$ cat config.mk
export PLATFORM = sky130hd
export DESIGN_NAME = hazard_scoreboard_flat
export DESIGN_NICKNAME = d
export VERILOG_FILES = /design/src/rtl/cpu_types_pkg.sv /design/src/rtl/hazard_scoreboard_if.sv /design/src/rtl/hazard_scoreboard_match.sv /design/src/rtl/hazard_scoreboard.sv /design/src/flat_wrapper.sv
export SDC_FILE = /design/constraint.sdc
export NUM_CORES = 1
export LEC_CHECK = 0
export CORE_MARGIN = 2
export CORE_UTILIZATION = 35
export CTS_CLUSTER_DIAMETER = 60
export DETAILED_ROUTE_END_ITERATION = 16
export GPL_TIMING_DRIVEN = 0
export PLACE_DENSITY = 0.6
export SLEW_MARGIN = 10
export SYNTH_ARGS = -nofsm -noshare
export SYNTH_HDL_FRONTEND = slang
export SYNTH_SLANG_ARGS = --single-unit
$ cat constraint.sdc
create_clock -name CLK -period 2.15 [get_ports CLK]
set_input_delay 0.3225 -clock CLK [delete_from_list [all_inputs] [get_ports CLK]]
set_output_delay 0.3225 -clock CLK [all_outputs]
set_load 0.03 [all_outputs]
$ cat src/rtl/cpu_types_pkg.sv
// Shared CPU types: opcode encodings plus the scoreboard slot record used by the hazard unit.
package cpu_types_pkg;

    typedef enum logic [5:0] {
        OP_RTYPE = 6'h00,
        OP_J     = 6'h02,
        OP_JAL   = 6'h03,
        OP_BEQ   = 6'h04,
        OP_BNE   = 6'h05,
        OP_ADDI  = 6'h08,
        OP_LW    = 6'h23,
        OP_SW    = 6'h2b
    } opcode_t;

    // Slot register field is sized for the largest supported register file (32).
    localparam int unsigned REG_AW      = 5;
    localparam int unsigned FWD_REGFILE = 0;

    typedef struct packed {
        logic              valid;
        logic [REG_AW-1:0] wsel;
        logic              is_load;
    } slot_t;

    localparam slot_t SLOT_EMPTY = '{valid: 1'b0, wsel: '0, is_load: 1'b0};

endpackage

$ cat src/rtl/hazard_scoreboard_if.sv
// ID-stage hazard bundle: master is the datapath, slave is the scoreboard.
interface hazard_scoreboard_if #(
    parameter int unsigned NREGS = 32,
    parameter int unsigned DEPTH = 3,
    parameter int unsigned CNTW  = 16
);
    localparam int unsigned RW = $clog2(NREGS);
    localparam int unsigned FW = $clog2(DEPTH);

    logic            id_valid;
    logic [RW-1:0]   id_rs;
    logic [RW-1:0]   id_rt;
    logic            id_use_rs;
    logic            id_use_rt;
    logic            id_wen;
    logic [RW-1:0]   id_wsel;
    logic            id_load;
    logic            mem_busy;
    logic            ex_redirect;
    logic            stall;
    logic            freeze;
    logic            flush;
    logic [FW-1:0]   fwd_rs;
    logic [FW-1:0]   fwd_rt;
    logic [NREGS-1:0] busy_map;
    logic [CNTW-1:0] load_use_cnt;
    logic [CNTW-1:0] freeze_cnt;

    modport master (
        output id_valid, id_rs, id_rt, id_use_rs, id_use_rt, id_wen, id_wsel, id_load,
               mem_busy, ex_redirect,
        input  stall, freeze, flush, fwd_rs, fwd_rt, busy_map, load_use_cnt, freeze_cnt
    );

    modport slave (
        input  id_valid, id_rs, id_rt, id_use_rs, id_use_rt, id_wen, id_wsel, id_load,
               mem_busy, ex_redirect,
        output stall, freeze, flush, fwd_rs, fwd_rt, busy_map, load_use_cnt, freeze_cnt
    );

endinterface

$ cat src/rtl/hazard_scoreboard_match.sv
// One source operand against the in-flight slots: youngest match, its readiness next cycle, forward select.
module hazard_match
    import cpu_types_pkg::*;
#(
    parameter int unsigned DEPTH      = 3,
    parameter int unsigned ALU_READY  = 1,
    parameter int unsigned LOAD_READY = 2,
    parameter int unsigned RW         = 5,
    parameter int unsigned FW         = 2
) (
    input  logic [RW-1:0]    src_i,
    input  logic             use_i,
    input  slot_t [DEPTH-1:0] slots_i,
    output logic             hit_o,
    output logic             ready_o,
    output logic [FW-1:0]    fwd_o
);

    // k is the slot the producer will occupy next cycle; scanning oldest-first lets the youngest win.
    always_comb begin
        hit_o   = 1'b0;
        ready_o = 1'b0;
        fwd_o   = FW'(FWD_REGFILE);
        for (int unsigned k = DEPTH; k > 0; k--) begin
            if (use_i && (src_i != '0) && slots_i[k-1].valid &&
                (slots_i[k-1].wsel == REG_AW'(src_i))) begin
                hit_o   = 1'b1;
                ready_o = (k >= (slots_i[k-1].is_load ? LOAD_READY : ALU_READY));
                fwd_o   = (ready_o && (k <= DEPTH-1)) ? FW'(k) : FW'(FWD_REGFILE);
            end
        end
    end

endmodule

$ cat src/rtl/hazard_scoreboard.sv
// Pipeline hazard scoreboard: in-flight write slots, forwarding selects, stall/flush/freeze and perf counters.
module hazard_scoreboard
    import cpu_types_pkg::*;
#(
    parameter int unsigned NREGS      = 32,
    parameter int unsigned DEPTH      = 3,
    parameter int unsigned ALU_READY  = 1,
    parameter int unsigned LOAD_READY = 2,
    parameter int unsigned CNTW       = 16
) (
    input  logic               CLK,
    input  logic               nRST,
    hazard_scoreboard_if.slave hif
);

    localparam int unsigned RW = $clog2(NREGS);
    localparam int unsigned FW = $clog2(DEPTH);

    slot_t [DEPTH-1:0] slots_q, slots_d;
    logic [CNTW-1:0]   load_use_cnt_q, load_use_cnt_d;
    logic [CNTW-1:0]   freeze_cnt_q, freeze_cnt_d;
    logic              rs_hit, rs_ready, rt_hit, rt_ready;
    logic [FW-1:0]     fwd_rs, fwd_rt;
    logic              stall, freeze, flush;
    logic [NREGS-1:0]  busy_map;

    hazard_match #(
        .DEPTH(DEPTH), .ALU_READY(ALU_READY), .LOAD_READY(LOAD_READY), .RW(RW), .FW(FW)
    ) u_match_rs (
        .src_i(hif.id_rs), .use_i(hif.id_use_rs), .slots_i(slots_q),
        .hit_o(rs_hit), .ready_o(rs_ready), .fwd_o(fwd_rs)
    );

    hazard_match #(
        .DEPTH(DEPTH), .ALU_READY(ALU_READY), .LOAD_READY(LOAD_READY), .RW(RW), .FW(FW)
    ) u_match_rt (
        .src_i(hif.id_rt), .use_i(hif.id_use_rt), .slots_i(slots_q),
        .hit_o(rt_hit), .ready_o(rt_ready), .fwd_o(fwd_rt)
    );

    always_comb begin
        freeze = hif.mem_busy;
        flush  = hif.ex_redirect & ~hif.mem_busy;
        stall  = hif.id_valid & ~flush & ~freeze &
                 ((rs_hit & ~rs_ready) | (rt_hit & ~rt_ready));
    end

    always_comb begin
        slots_d = slots_q;
        if (!freeze) begin
            for (int unsigned i = DEPTH-1; i > 0; i--) begin
                slots_d[i] = slots_q[i-1];
            end
            slots_d[0] = SLOT_EMPTY;
            if (hif.id_valid && hif.id_wen && (hif.id_wsel != '0) && !stall && !flush) begin
                slots_d[0] = '{valid: 1'b1, wsel: REG_AW'(hif.id_wsel), is_load: hif.id_load};
            end
        end
    end

    always_comb begin
        busy_map = '0;
        for (int unsigned i = 0; i < DEPTH; i++) begin
            if (slots_q[i].valid) begin
                busy_map[slots_q[i].wsel] = 1'b1;
            end
        end
    end

    always_comb begin
        load_use_cnt_d = load_use_cnt_q;
        freeze_cnt_d   = freeze_cnt_q;
        if (stall && (load_use_cnt_q != '1)) load_use_cnt_d = load_use_cnt_q + 1'b1;
        if (freeze && (freeze_cnt_q != '1))  freeze_cnt_d   = freeze_cnt_q + 1'b1;
    end

    always_ff @(posedge CLK or negedge nRST) begin
        if (!nRST) begin
            slots_q        <= '0;
            load_use_cnt_q <= '0;
            freeze_cnt_q   <= '0;
        end else begin
            slots_q        <= slots_d;
            load_use_cnt_q <= load_use_cnt_d;
            freeze_cnt_q   <= freeze_cnt_d;
        end
    end

    assign hif.stall        = stall;
    assign hif.freeze       = freeze;
    assign hif.flush        = flush;
    assign hif.fwd_rs       = fwd_rs;
    assign hif.fwd_rt       = fwd_rt;
    assign hif.busy_map     = busy_map;
    assign hif.load_use_cnt = load_use_cnt_q;
    assign hif.freeze_cnt   = freeze_cnt_q;

endmodule

$ cat src/flat_wrapper.sv
// flat-port wrapper written by rule: the top's interface ports become plain ports
module hazard_scoreboard_flat import cpu_types_pkg::*;
#(
    parameter int unsigned NREGS      = 32,
    parameter int unsigned DEPTH      = 3,
    parameter int unsigned ALU_READY  = 1,
    parameter int unsigned LOAD_READY = 2,
    parameter int unsigned CNTW       = 16
)
  (CLK, nRST, hif_id_valid, hif_id_rs, hif_id_rt, hif_id_use_rs, hif_id_use_rt, hif_id_wen, hif_id_wsel, hif_id_load, hif_mem_busy, hif_ex_redirect, hif_stall, hif_freeze, hif_flush, hif_fwd_rs, hif_fwd_rt, hif_busy_map, hif_load_use_cnt, hif_freeze_cnt);
  hazard_scoreboard_if #(.NREGS(NREGS), .DEPTH(DEPTH), .CNTW(CNTW)) hif_i ();
  input  logic CLK;
  input  logic nRST;
  input wire logic [$bits(hif_i.id_valid)-1:0] hif_id_valid;
  input wire logic [$bits(hif_i.id_rs)-1:0] hif_id_rs;
  input wire logic [$bits(hif_i.id_rt)-1:0] hif_id_rt;
  input wire logic [$bits(hif_i.id_use_rs)-1:0] hif_id_use_rs;
  input wire logic [$bits(hif_i.id_use_rt)-1:0] hif_id_use_rt;
  input wire logic [$bits(hif_i.id_wen)-1:0] hif_id_wen;
  input wire logic [$bits(hif_i.id_wsel)-1:0] hif_id_wsel;
  input wire logic [$bits(hif_i.id_load)-1:0] hif_id_load;
  input wire logic [$bits(hif_i.mem_busy)-1:0] hif_mem_busy;
  input wire logic [$bits(hif_i.ex_redirect)-1:0] hif_ex_redirect;
  output wire logic [$bits(hif_i.stall)-1:0] hif_stall;
  output wire logic [$bits(hif_i.freeze)-1:0] hif_freeze;
  output wire logic [$bits(hif_i.flush)-1:0] hif_flush;
  output wire logic [$bits(hif_i.fwd_rs)-1:0] hif_fwd_rs;
  output wire logic [$bits(hif_i.fwd_rt)-1:0] hif_fwd_rt;
  output wire logic [$bits(hif_i.busy_map)-1:0] hif_busy_map;
  output wire logic [$bits(hif_i.load_use_cnt)-1:0] hif_load_use_cnt;
  output wire logic [$bits(hif_i.freeze_cnt)-1:0] hif_freeze_cnt;
  assign hif_i.id_valid = hif_id_valid;
  assign hif_i.id_rs = hif_id_rs;
  assign hif_i.id_rt = hif_id_rt;
  assign hif_i.id_use_rs = hif_id_use_rs;
  assign hif_i.id_use_rt = hif_id_use_rt;
  assign hif_i.id_wen = hif_id_wen;
  assign hif_i.id_wsel = hif_id_wsel;
  assign hif_i.id_load = hif_id_load;
  assign hif_i.mem_busy = hif_mem_busy;
  assign hif_i.ex_redirect = hif_ex_redirect;
  assign hif_stall = hif_i.stall;
  assign hif_freeze = hif_i.freeze;
  assign hif_flush = hif_i.flush;
  assign hif_fwd_rs = hif_i.fwd_rs;
  assign hif_fwd_rt = hif_i.fwd_rt;
  assign hif_busy_map = hif_i.busy_map;
  assign hif_load_use_cnt = hif_i.load_use_cnt;
  assign hif_freeze_cnt = hif_i.freeze_cnt;
  hazard_scoreboard #(.NREGS(NREGS), .DEPTH(DEPTH), .ALU_READY(ALU_READY), .LOAD_READY(LOAD_READY), .CNTW(CNTW)) u_core (.CLK(CLK), .nRST(nRST), .hif(hif_i));
endmodule
==> results of run 1 <==
cell usage after synthesis (2+ instances only):
master and n:
nor3b_1 16, xor2_1 28, nor2_1 20, nand2_1 83, xnor2_2 2, mux2_2 13, nor4_1 3, clkbuf_1 14
nor3_1 12, ha_1 2, and3b_1 6, buf_6 3, dfrtp_1 51, nand4_1 9, nand3_1 15, inv_1 4
and3_1 11, nand4b_1 2, or4_1 2, xnor2_1 18, o21ai_0 4, a21oi_1 3, a222oi_1 2, and4_1 2
a22o_1 6, a22oi_1 30
cell usage in the layout, fill, tap and decap left out, types with 5 or more instances in the layout:
cell type and instances:
buf_2 22, dfrtp_1 47, nor2_4 5, a22oi_1 29
buf_6 9, nor3_1 8, a22o_1 6, and3_1 8
and3b_1 5, nand2_1 82, nand3_1 15, clkdlybuf4s50_1 45
mux2_2 12, clkbuf_8 6, nor3b_4 8, clkdlybuf4s15_2 11
nor3b_2 6, xnor2_1 17, buf_4 20, xor2_1 26
nor2_1 12, nand4_1 9
registers in the layout, summed over array words and instances, names as in the netlist:
| register | cells |
|---|---|
| u_core.slots_q | 19 |
| u_core.hif.freeze_cnt | 16 |
| u_core.hif.load_use_cnt | 16 |
kinds of logic after synthesis:
logic type / after synthesis
compound gates: 48
flops: 51
fa+ha+maj: 2
mux: 13
simple gates: 191
xor+xnor: 48
buf+inv: 23
worst max path at each step:
stage	to	startpoint	cells past startpoint	slack [ns]
after floorplan	u_core.hif.load_use_cnt[14]	u_core.slots_q[1]	8	0.01
after global placement	hif_stall	hif_id_rs[1]	8	-1.02
final	hif_stall	u_core.slots_q[1]	7	-0.04
after global routing	hif_stall	u_core.slots_q[1]	7	-0.15
after CTS	hif_stall	u_core.slots_q[2]	7	-0.1
after detailed placement	hif_stall	hif_id_rs[1]	8	-1.05
per-layer routing:
metal	up-vias	share of wire	wire length, um	track usage
li1	1561	-	-	-
met2	117	0.48	4870	0.322
met5	-	0	0	0
met4	0	0.015	152	0.0489
met3	20	0.055	561	0.0435
met1	1637	0.45	4580	0.267
layout make-up:
| type | count | area (um2) | area share |
|---|---|---|---|
| sequential | 51 | 1280 | 0.262 |
| clock inverter | 1 | 8.76 | 0.00179 |
| clock buffer | 7 | 86.3 | 0.0176 |
| tap | 129 | 161 | 0.0330 |
| timing repair buffer | 113 | 1010 | 0.206 |
| multi-input combinational | 302 | 2260 | 0.461 |
| buffer | 11 | 73.8 | 0.0151 |
| inverter | 4 | 15.0 | 0.00307 |
metrics by stage:
stage	cell area [um2]	hold slack, ns
floorplan	3350	0.0269
global placement	4440	0.480
detailed placement	4460	0.350
CTS	4820	0.0174
global route	4890	0.0340
finish	4890	0.00563
what timing repair did:
action                                  4_1_cts  5_1_grt
gates resized for setup                     223       68
buffers inserted                             16        4
pin swaps                                    11       14
hold endpoints to repair                      0        0
endpoints found under the setup margin       59       49
power breakdown:
part	leakage, nW	switching, mW	internal, mW
logic	1.57	0.348	0.285
registers	0.685	0.124	1.04
clock network	0.0484	0.319	0.265
==> impl_metrics.json, run 1 <==
{
  "final_util": 0.530,
  "fin_cells": 618,
  "grt_use_total": 0.197,
  "nets": 514,
  "postCtsHoldBufs": 0,
  "synth_compound_area_frac": 0.108,
  "clkLatencyLatePin_ns": 0.30,
  "final_hold_viol_count": 0,
  "cts_max_level": 2,
  "cp_slowest_cell": "dfrtp_1",
  "peakVddDrop_mv": 0.433,
  "antenna_cells": 0,
  "io_buffer_count": 93,
  "antenna_found_initial": 0,
  "synth_seq_cells": 51,
  "layout-drive-gt1-share": 0.297,
  "vias_per_cell": 5.40,
  "dp_cells": 599,
  "cp-end-kind": "primary output",
  "grt_max_degree": 31,
  "ys_warn_count": 0,
  "yosysUniqueCellTypes": 41,
  "finalSetupViolations": 3,
  "holdCritPathClass": "input port to asynchronous set/reset pin",
  "power_mw": 2.38,
  "cp_cell_sequence": "buf_6 -> xor2_2 -> nor4_4 -> nand4b_4 -> and2_4 -> nor2_4 -> buf_6",
  "r2r-end": "u_core.hif.load_use_cnt[5]",
  "period_needed_ns": 2.19,
  "post-place-ws_ns": -1.05,
  "fill_cells": 848,
  "violations": "negative setup slack",
  "crit_buf_inv": 2,
  "overflow": 0,
  "yosysSeqAreaShare": 0.382,
  "maxCapViolCount": 0,
  "die_h_um": 102,
  "gp_congestion": 0.830,
  "worst_pin_slew_ns": 0.576,
  "p_per_area_nw_per_um2": 485,
  "arrival_ns": 1.87,
  "synth-edff-count": 0,
  "fin_ws_ns": -0.0405,
  "route.detailed.drc": 0,
  "core_area_um2": 9240,
  "cts_inserted_buffers": 5,
  "synthAdderAreaFrac": 0.00750,
  "die_area_um2": 10300,
  "cp_top_family": "simple AND/OR/NAND/NOR gates",
  "syn_inst": 376,
  "synth-main-ff-cell": "dfrtp_1",
  "drv_slew": 0,
  "wl_per_cell_um": 16.5,
  "critical_path_class": "register to primary output",
  "wl_um": 10200,
  "routed-via-count": 3335,
  "synth-xor-area-share": 0.130,
  "netlist_area_um2": 3340,
  "fmax_mhz": 457,
  "r2r_slack_ns": 0,
  "start_kind": "register",
  "grt_first_pass_wirelength_um": 16400,
  "yosysTopAreaCell": "dfrtp_1",
  "timing.rr.start": "u_core.slots_q[1]",
  "synthesis.nets": 402,
  "path_clk_slew_ns": 0.10,
  "cts_tree": "built",
  "hpwl_um": 7230,
  "num_rows": 35,
  "ant_nets": 0,
  "clkSinkCount": 51,
  "syn_area_per_cell_um2": 8.88,
  "critPathMostFrequentCell": "buf_6",
  "rr_worst_depth": 8,
  "synthToLayoutAreaGrowth_pct": 46.6,
  "fin_tns_setup_ns": -0.0792,
  "clockBufferDepth": 2,
  "crit_fanout": 5,
  "p_leak_nw": 2.31,
  "yosys-top-cells-area": "dfrtp_1, nand2_1, xor2_1",
  "synth-simple-area-share": 0.294,
  "rsz0062_at_grt": "yes",
  "status": "finished with violations",
  "grt_pass1_vias": 3304,
  "drtIter0Drc": 195,
  "fin_crit_sh": 1.02,
  "initial_utilization": 0.361,
  "firstDrtPassIters": 7,
  "slew_headroom": 0.616,
  "crit_path_max_incr_delay_ns": 0.38,
  "synth-async-reset-ratio": 1.00,
  "netlist.area_leader.share": 0.382,
  "cts_root_buffer": "clkbuf_8",
  "ios": 95,
  "muxShareOfSynthArea": 0.0439,
  "synth_top_family_by_area": "simple AND/OR/NAND/NOR gates",
  "required_ns": 1.83,
  "die_w_um": 102,
  "skew_ns": 0.0181
}
No activity file was read; power rests on OpenSTA's default activity.
==> run 2, diff against run 1 <==
- CORE_UTILIZATION: 35 -> 44
- CTS_CLUSTER_DIAMETER: 60 -> default
- PLACE_DENSITY: 0.6 -> 0.74
==> impl_metrics.json, run 2 (synthesis results as in run 1) <==
{
  "status": "finished with violations",
  "violations": "negative setup slack",
  "drv_slew": 0,
  "p_leak_nw": 2.32,
  "firstDrtPassIters": 6,
  "cp-end-kind": "primary output",
  "ios": 95,
  "fmax_mhz": 436,
  "worst_pin_slew_ns": 0.628,
  "postCtsHoldBufs": 0,
  "initial_utilization": 0.458,
  "wl_per_cell_um": 17.9,
  "cts_inserted_buffers": 5,
  "power.internal_mw": 1.67,
  "die_area_um2": 8300,
  "p_switching_mw": 0.789,
  "route.detailed.drc": 0,
  "p_clk_frac": 0.267,
  "maxCapViolCount": 0,
  "gp_congestion": 0.846,
  "period_needed_ns": 2.30,
  "final_hold_viol_count": 0,
  "combPwrFrac": 0.262,
  "layout-drive-gt1-share": 0.289,
  "rsz0062_at_grt": "yes",
  "power_frac_seq": 0.471,
  "arrival_ns": 1.97,
  "cts_tree": "built",
  "peakVddDrop_mv": 0.678,
  "final_common_cell": "nand2_1",
  "antenna_cells": 0,
  "holdCritPathClass": "input port to asynchronous set/reset pin",
  "num_rows": 31,
  "p_per_area_nw_per_um2": 493,
  "grt_pass1_vias": 3204,
  "clkLatencyLatePin_ns": 0.31,
  "grt_max_degree": 27,
  "grt_use_total": 0.235,
  "io_buffer_count": 93,
  "ant_nets": 0,
  "dp_cells": 569,
  "path_clk_slew_ns": 0.10,
  "regMostFlops": "u_core.slots_q",
  "finalSetupViolations": 9,
  "critical_path_class": "register to primary output",
  "fin_crit_sh": 1.07,
  "grt_first_pass_wirelength_um": 15900,
  "antenna_found_initial": 0,
  "overflow": 0,
  "hpwl_um": 7010,
  "clockBufferDepth": 2,
  "die_h_um": 91.1,
  "cts_root_buffer": "clkbuf_8",
  "largest_reg_flops": 19,
  "start_kind": "register",
  "fin_ws_ns": -0.145,
  "fin_tns_setup_ns": -0.649,
  "clkSinkCount": 51,
  "nets": 517,
  "crit_fanout": 4,
  "synthToLayoutAreaGrowth_pct": 49.1,
  "cts_max_level": 2,
  "required_ns": 1.83,
  "skew_ns": 0.0189,
  "wl_um": 10600,
  "final_cell_mix": "nand2_1, dfrtp_1, clkdlybuf4s50_1",
  "fin_cells": 590,
  "die_w_um": 91.1,
  "vias_per_cell": 5.77,
  "drtIter0Drc": 338,
  "switching_share": 0.321,
  "core_area_um2": 7290,
  "slew_headroom": 0.582,
  "routed-via-count": 3405
}
==> run 2: power by group through the flow <==
stage / Clock, mW / Combinational [mW] / Sequential (mW)
floorplan: 0 / 0.221 / 1.25
global placement: 0 / 0.576 / 1.16
detailed placement: 0 / 0.591 / 1.16
CTS: 0.662 / 0.618 / 1.15
global route: 0.702 / 0.689 / 1.18
finish: 0.657 / 0.643 / 1.16
==> run 2: path summary, 6_finish.rpt <==
kind / startpoint / end / slack [ns] / cells past startpoint
setup / recovery: u_core.slots_q[1] / hif_stall / -0.15 / 7
hold / removal: nRST / u_core.slots_q[10] / 0.02 / 1
setup reg to reg: u_core.slots_q[1] / u_core.hif.load_use_cnt[14] / -0.06 / 7
hold reg to reg: u_core.hif.load_use_cnt[9] / u_core.hif.load_use_cnt[9] / 0.49 / 1
max in group asynchronous: nRST / u_core.slots_q[8] / 1.55 / 2
min in group CLK: u_core.hif.load_use_cnt[9] / u_core.hif.load_use_cnt[9] / 0.49 / 1
==> run 2: cell type report <==
cell class | instances | area [um2]
Multi-Input combinational cell | 302 | 2250
Buffer | 11 | 87.6
Inverter | 4 | 15.0
Timing Repair Buffer | 116 | 1120
Sequential cell | 51 | 1280
Clock inverter | 2 | 37.5
Fill cell | 585 | 2310
Tap cell | 99 | 124
Clock buffer | 5 | 68.8
==> run 2: worst max-delay path: stages, from the launching register on <==
cell	delay [ns]
dfrtp_2	0.45
buf_4	0.15
xor2_1	0.14
nor4_2	0.16
nand4b_1	0.25
and2_4	0.27
nor2_4	0.11
buf_6	0.14
==> run 2: per-layer routing <==
layer,GRT usage,part of all wire,vias to the layer above,routed length [um]
li1,-,-,1569,-
met1,0.306,0.41,1662,4390
met2,0.394,0.50,155,5290
met3,0.0456,0.070,19,738
met4,0.0732,0.015,0,155
met5,0,0,-,0
==> run 2: what timing repair did <==
item	CTS	global route
buffers inserted	17	6
pin swaps	14	20
resized for setup	195	62
setup endpoints to repair	57	57
==> run 2: stage by stage <==
stage | area [um2] | utilization | hold slack [ns] | total power, mW | setup WS (ns)
2_1_floorplan | 3350 | - | 0.0269 | 1.47 | 0.0121
3_3_place_gp | 4400 | 0.604 | 0.475 | 1.73 | -0.989
3_5_place_dp | 4420 | 0.606 | 0.366 | 1.75 | -1.03
4_1_cts | 4810 | 0.659 | 0.0324 | 2.43 | -0.169
5_1_grt | 4980 | 0.683 | 0.0501 | 2.57 | -0.236
6_report | 4980 | 0.683 | 0.0183 | 2.46 | -0.145
==> run 3, diff against run 2 <==
- CORE_UTILIZATION: 44 -> 45
- REMOVE_ABC_BUFFERS: default -> 1
- SYNTH_HIERARCHICAL: default -> 1
==> impl_metrics.json, run 3 <==
{
  "fin_cells": 634,
  "p_per_area_nw_per_um2": 488,
  "syn_area_per_cell_um2": 8.87,
  "layout-drive-gt1-share": 0.353,
  "grt_first_pass_wirelength_um": 17200,
  "drv_slew": 0,
  "antenna_cells": 0,
  "gp_congestion": 0.863,
  "skew_ns": 0.00936,
  "peakVddDrop_mv": 0.620,
  "cp_slowest_cell": "dfrtp_2",
  "arrival_ns": 2.31,
  "largest_reg_flops": 19,
  "p_leak_nw": 2.48,
  "path_clk_slew_ns": 0.09,
  "io_buffer_count": 94,
  "violations": "negative setup slack",
  "post-place-ws_ns": -1.24,
  "cp-end-kind": "primary output",
  "start_kind": "register",
  "critical_path_class": "register to primary output",
  "holdCritPathClass": "input port to asynchronous set/reset pin",
  "crit_fanout": 3,
  "power_mw": 2.57,
  "fin_worst_hold_slack_ns": 0.0352,
  "cts_max_level": 2,
  "syn_inst": 400,
  "cts_root_buffer": "clkbuf_8",
  "fin_crit_sh": 1.23,
  "worst_pin_slew_ns": 0.661,
  "grt_use_total": 0.246,
  "dp_cells": 579,
  "clockBufferDepth": 2,
  "grt_max_degree": 28,
  "firstDrtPassIters": 5,
  "ios": 95,
  "cp_top_family": "simple AND/OR/NAND/NOR gates",
  "route.detailed.drc": 0,
  "cts_tree": "built",
  "status": "finished with violations",
  "grt_pass1_vias": 3523,
  "final_util": 0.686,
  "num_rows": 32,
  "hpwl_um": 6860,
  "drtIter0Drc": 184,
  "cp_cell_sequence": "xor2_1 -> nor4_1 -> and3_2 -> and3b_2 -> a211oi_2 -> nand2b_4 -> a21bo_4 -> inv_4 -> buf_6",
  "routed-via-count": 3721,
  "cts_inserted_buffers": 5,
  "rsz0062_at_grt": "yes",
  "die_area_um2": 8610,
  "initial_utilization": 0.462,
  "ant_nets": 0,
  "wl_um": 11300,
  "fmax_mhz": 379,
  "regMostFlops": "u_core/slots_q",
  "required_ns": 1.83,
  "final_hold_viol_count": 0,
  "vias_per_cell": 5.87,
  "final_cell_mix": "nand2_1, clkdlybuf4s50_1, buf_4",
  "overflow": 0,
  "slew_headroom": 0.560,
  "clkSinkCount": 51,
  "nets": 557,
  "ys_warn_count": 6,
  "crit_buf_inv": 2,
  "antenna_found_initial": 0,
  "fin_ws_ns": -0.486,
  "final_common_cell": "nand2_1",
  "maxCapViolCount": 0,
  "synthToLayoutAreaGrowth_pct": 48.5,
  "clkLatencyLatePin_ns": 0.31,
  "wl_per_cell_um": 17.8,
  "crit_path_max_incr_delay_ns": 0.44,
  "final_cell_area_um2": 5270,
  "die_h_um": 92.8,
  "core_area_um2": 7690,
  "period_needed_ns": 2.64,
  "placed_area_um2": 4560,
  "netlist_area_um2": 3550,
  "finalSetupViolations": 33,
  "fin_tns_setup_ns": -7.08,
  "die_w_um": 92.8
}
[run 3: timing repair]
action                                  in CTS  in global routing
buffers inserted                            25                 23
hold buffers                                 0                  0
endpoints found under the setup margin      69                 60
resized for setup                          156                114
pin swaps                                   12                 18
[run 3: layout make-up]
cell class,instances,area [um2]
Multi-Input combinational cell,325,2430
Clock inverter,1,7.51
Tap cell,102,128
Timing Repair Buffer,142,1280
Clock buffer,7,96.3
Fill cell,597,2420
Inverter,6,25.0
Sequential cell,51,1300
[run 3: final timing paths]
path | start | end | slack, ns | depth (start not counted)
min in group CLK | u_core/hif.load_use_cnt[7] | u_core/hif.load_use_cnt[7] | 0.50 | 1
worst min register to register | u_core/hif.load_use_cnt[7] | u_core/hif.load_use_cnt[7] | 0.50 | 1
worst max register to register | u_core/slots_q[2] | u_core/hif.load_use_cnt[11] | -0.42 | 12
max in group asynchronous | nRST | u_core/slots_q[19] | 1.56 | 2
worst max-delay path | u_core/slots_q[2] | hif_stall | -0.49 | 9
worst min-delay path | nRST | u_core/hif.freeze_cnt[13] | 0.04 | 1
[run 3: routing by layer]
metal,global-route usage,vias to the layer above,part of all wire
met5,0,-,0
met2,0.437,212,0.49
met1,0.304,1760,0.39
met4,0.0699,0,0.035
met3,0.0464,48,0.082
li1,-,1701,-
[run 3: power breakdown]
group	leakage [nW]	switching, mW	internal (mW)
logic	1.77	0.414	0.357
clock network	0.0505	0.319	0.293
registers	0.665	0.141	1.05
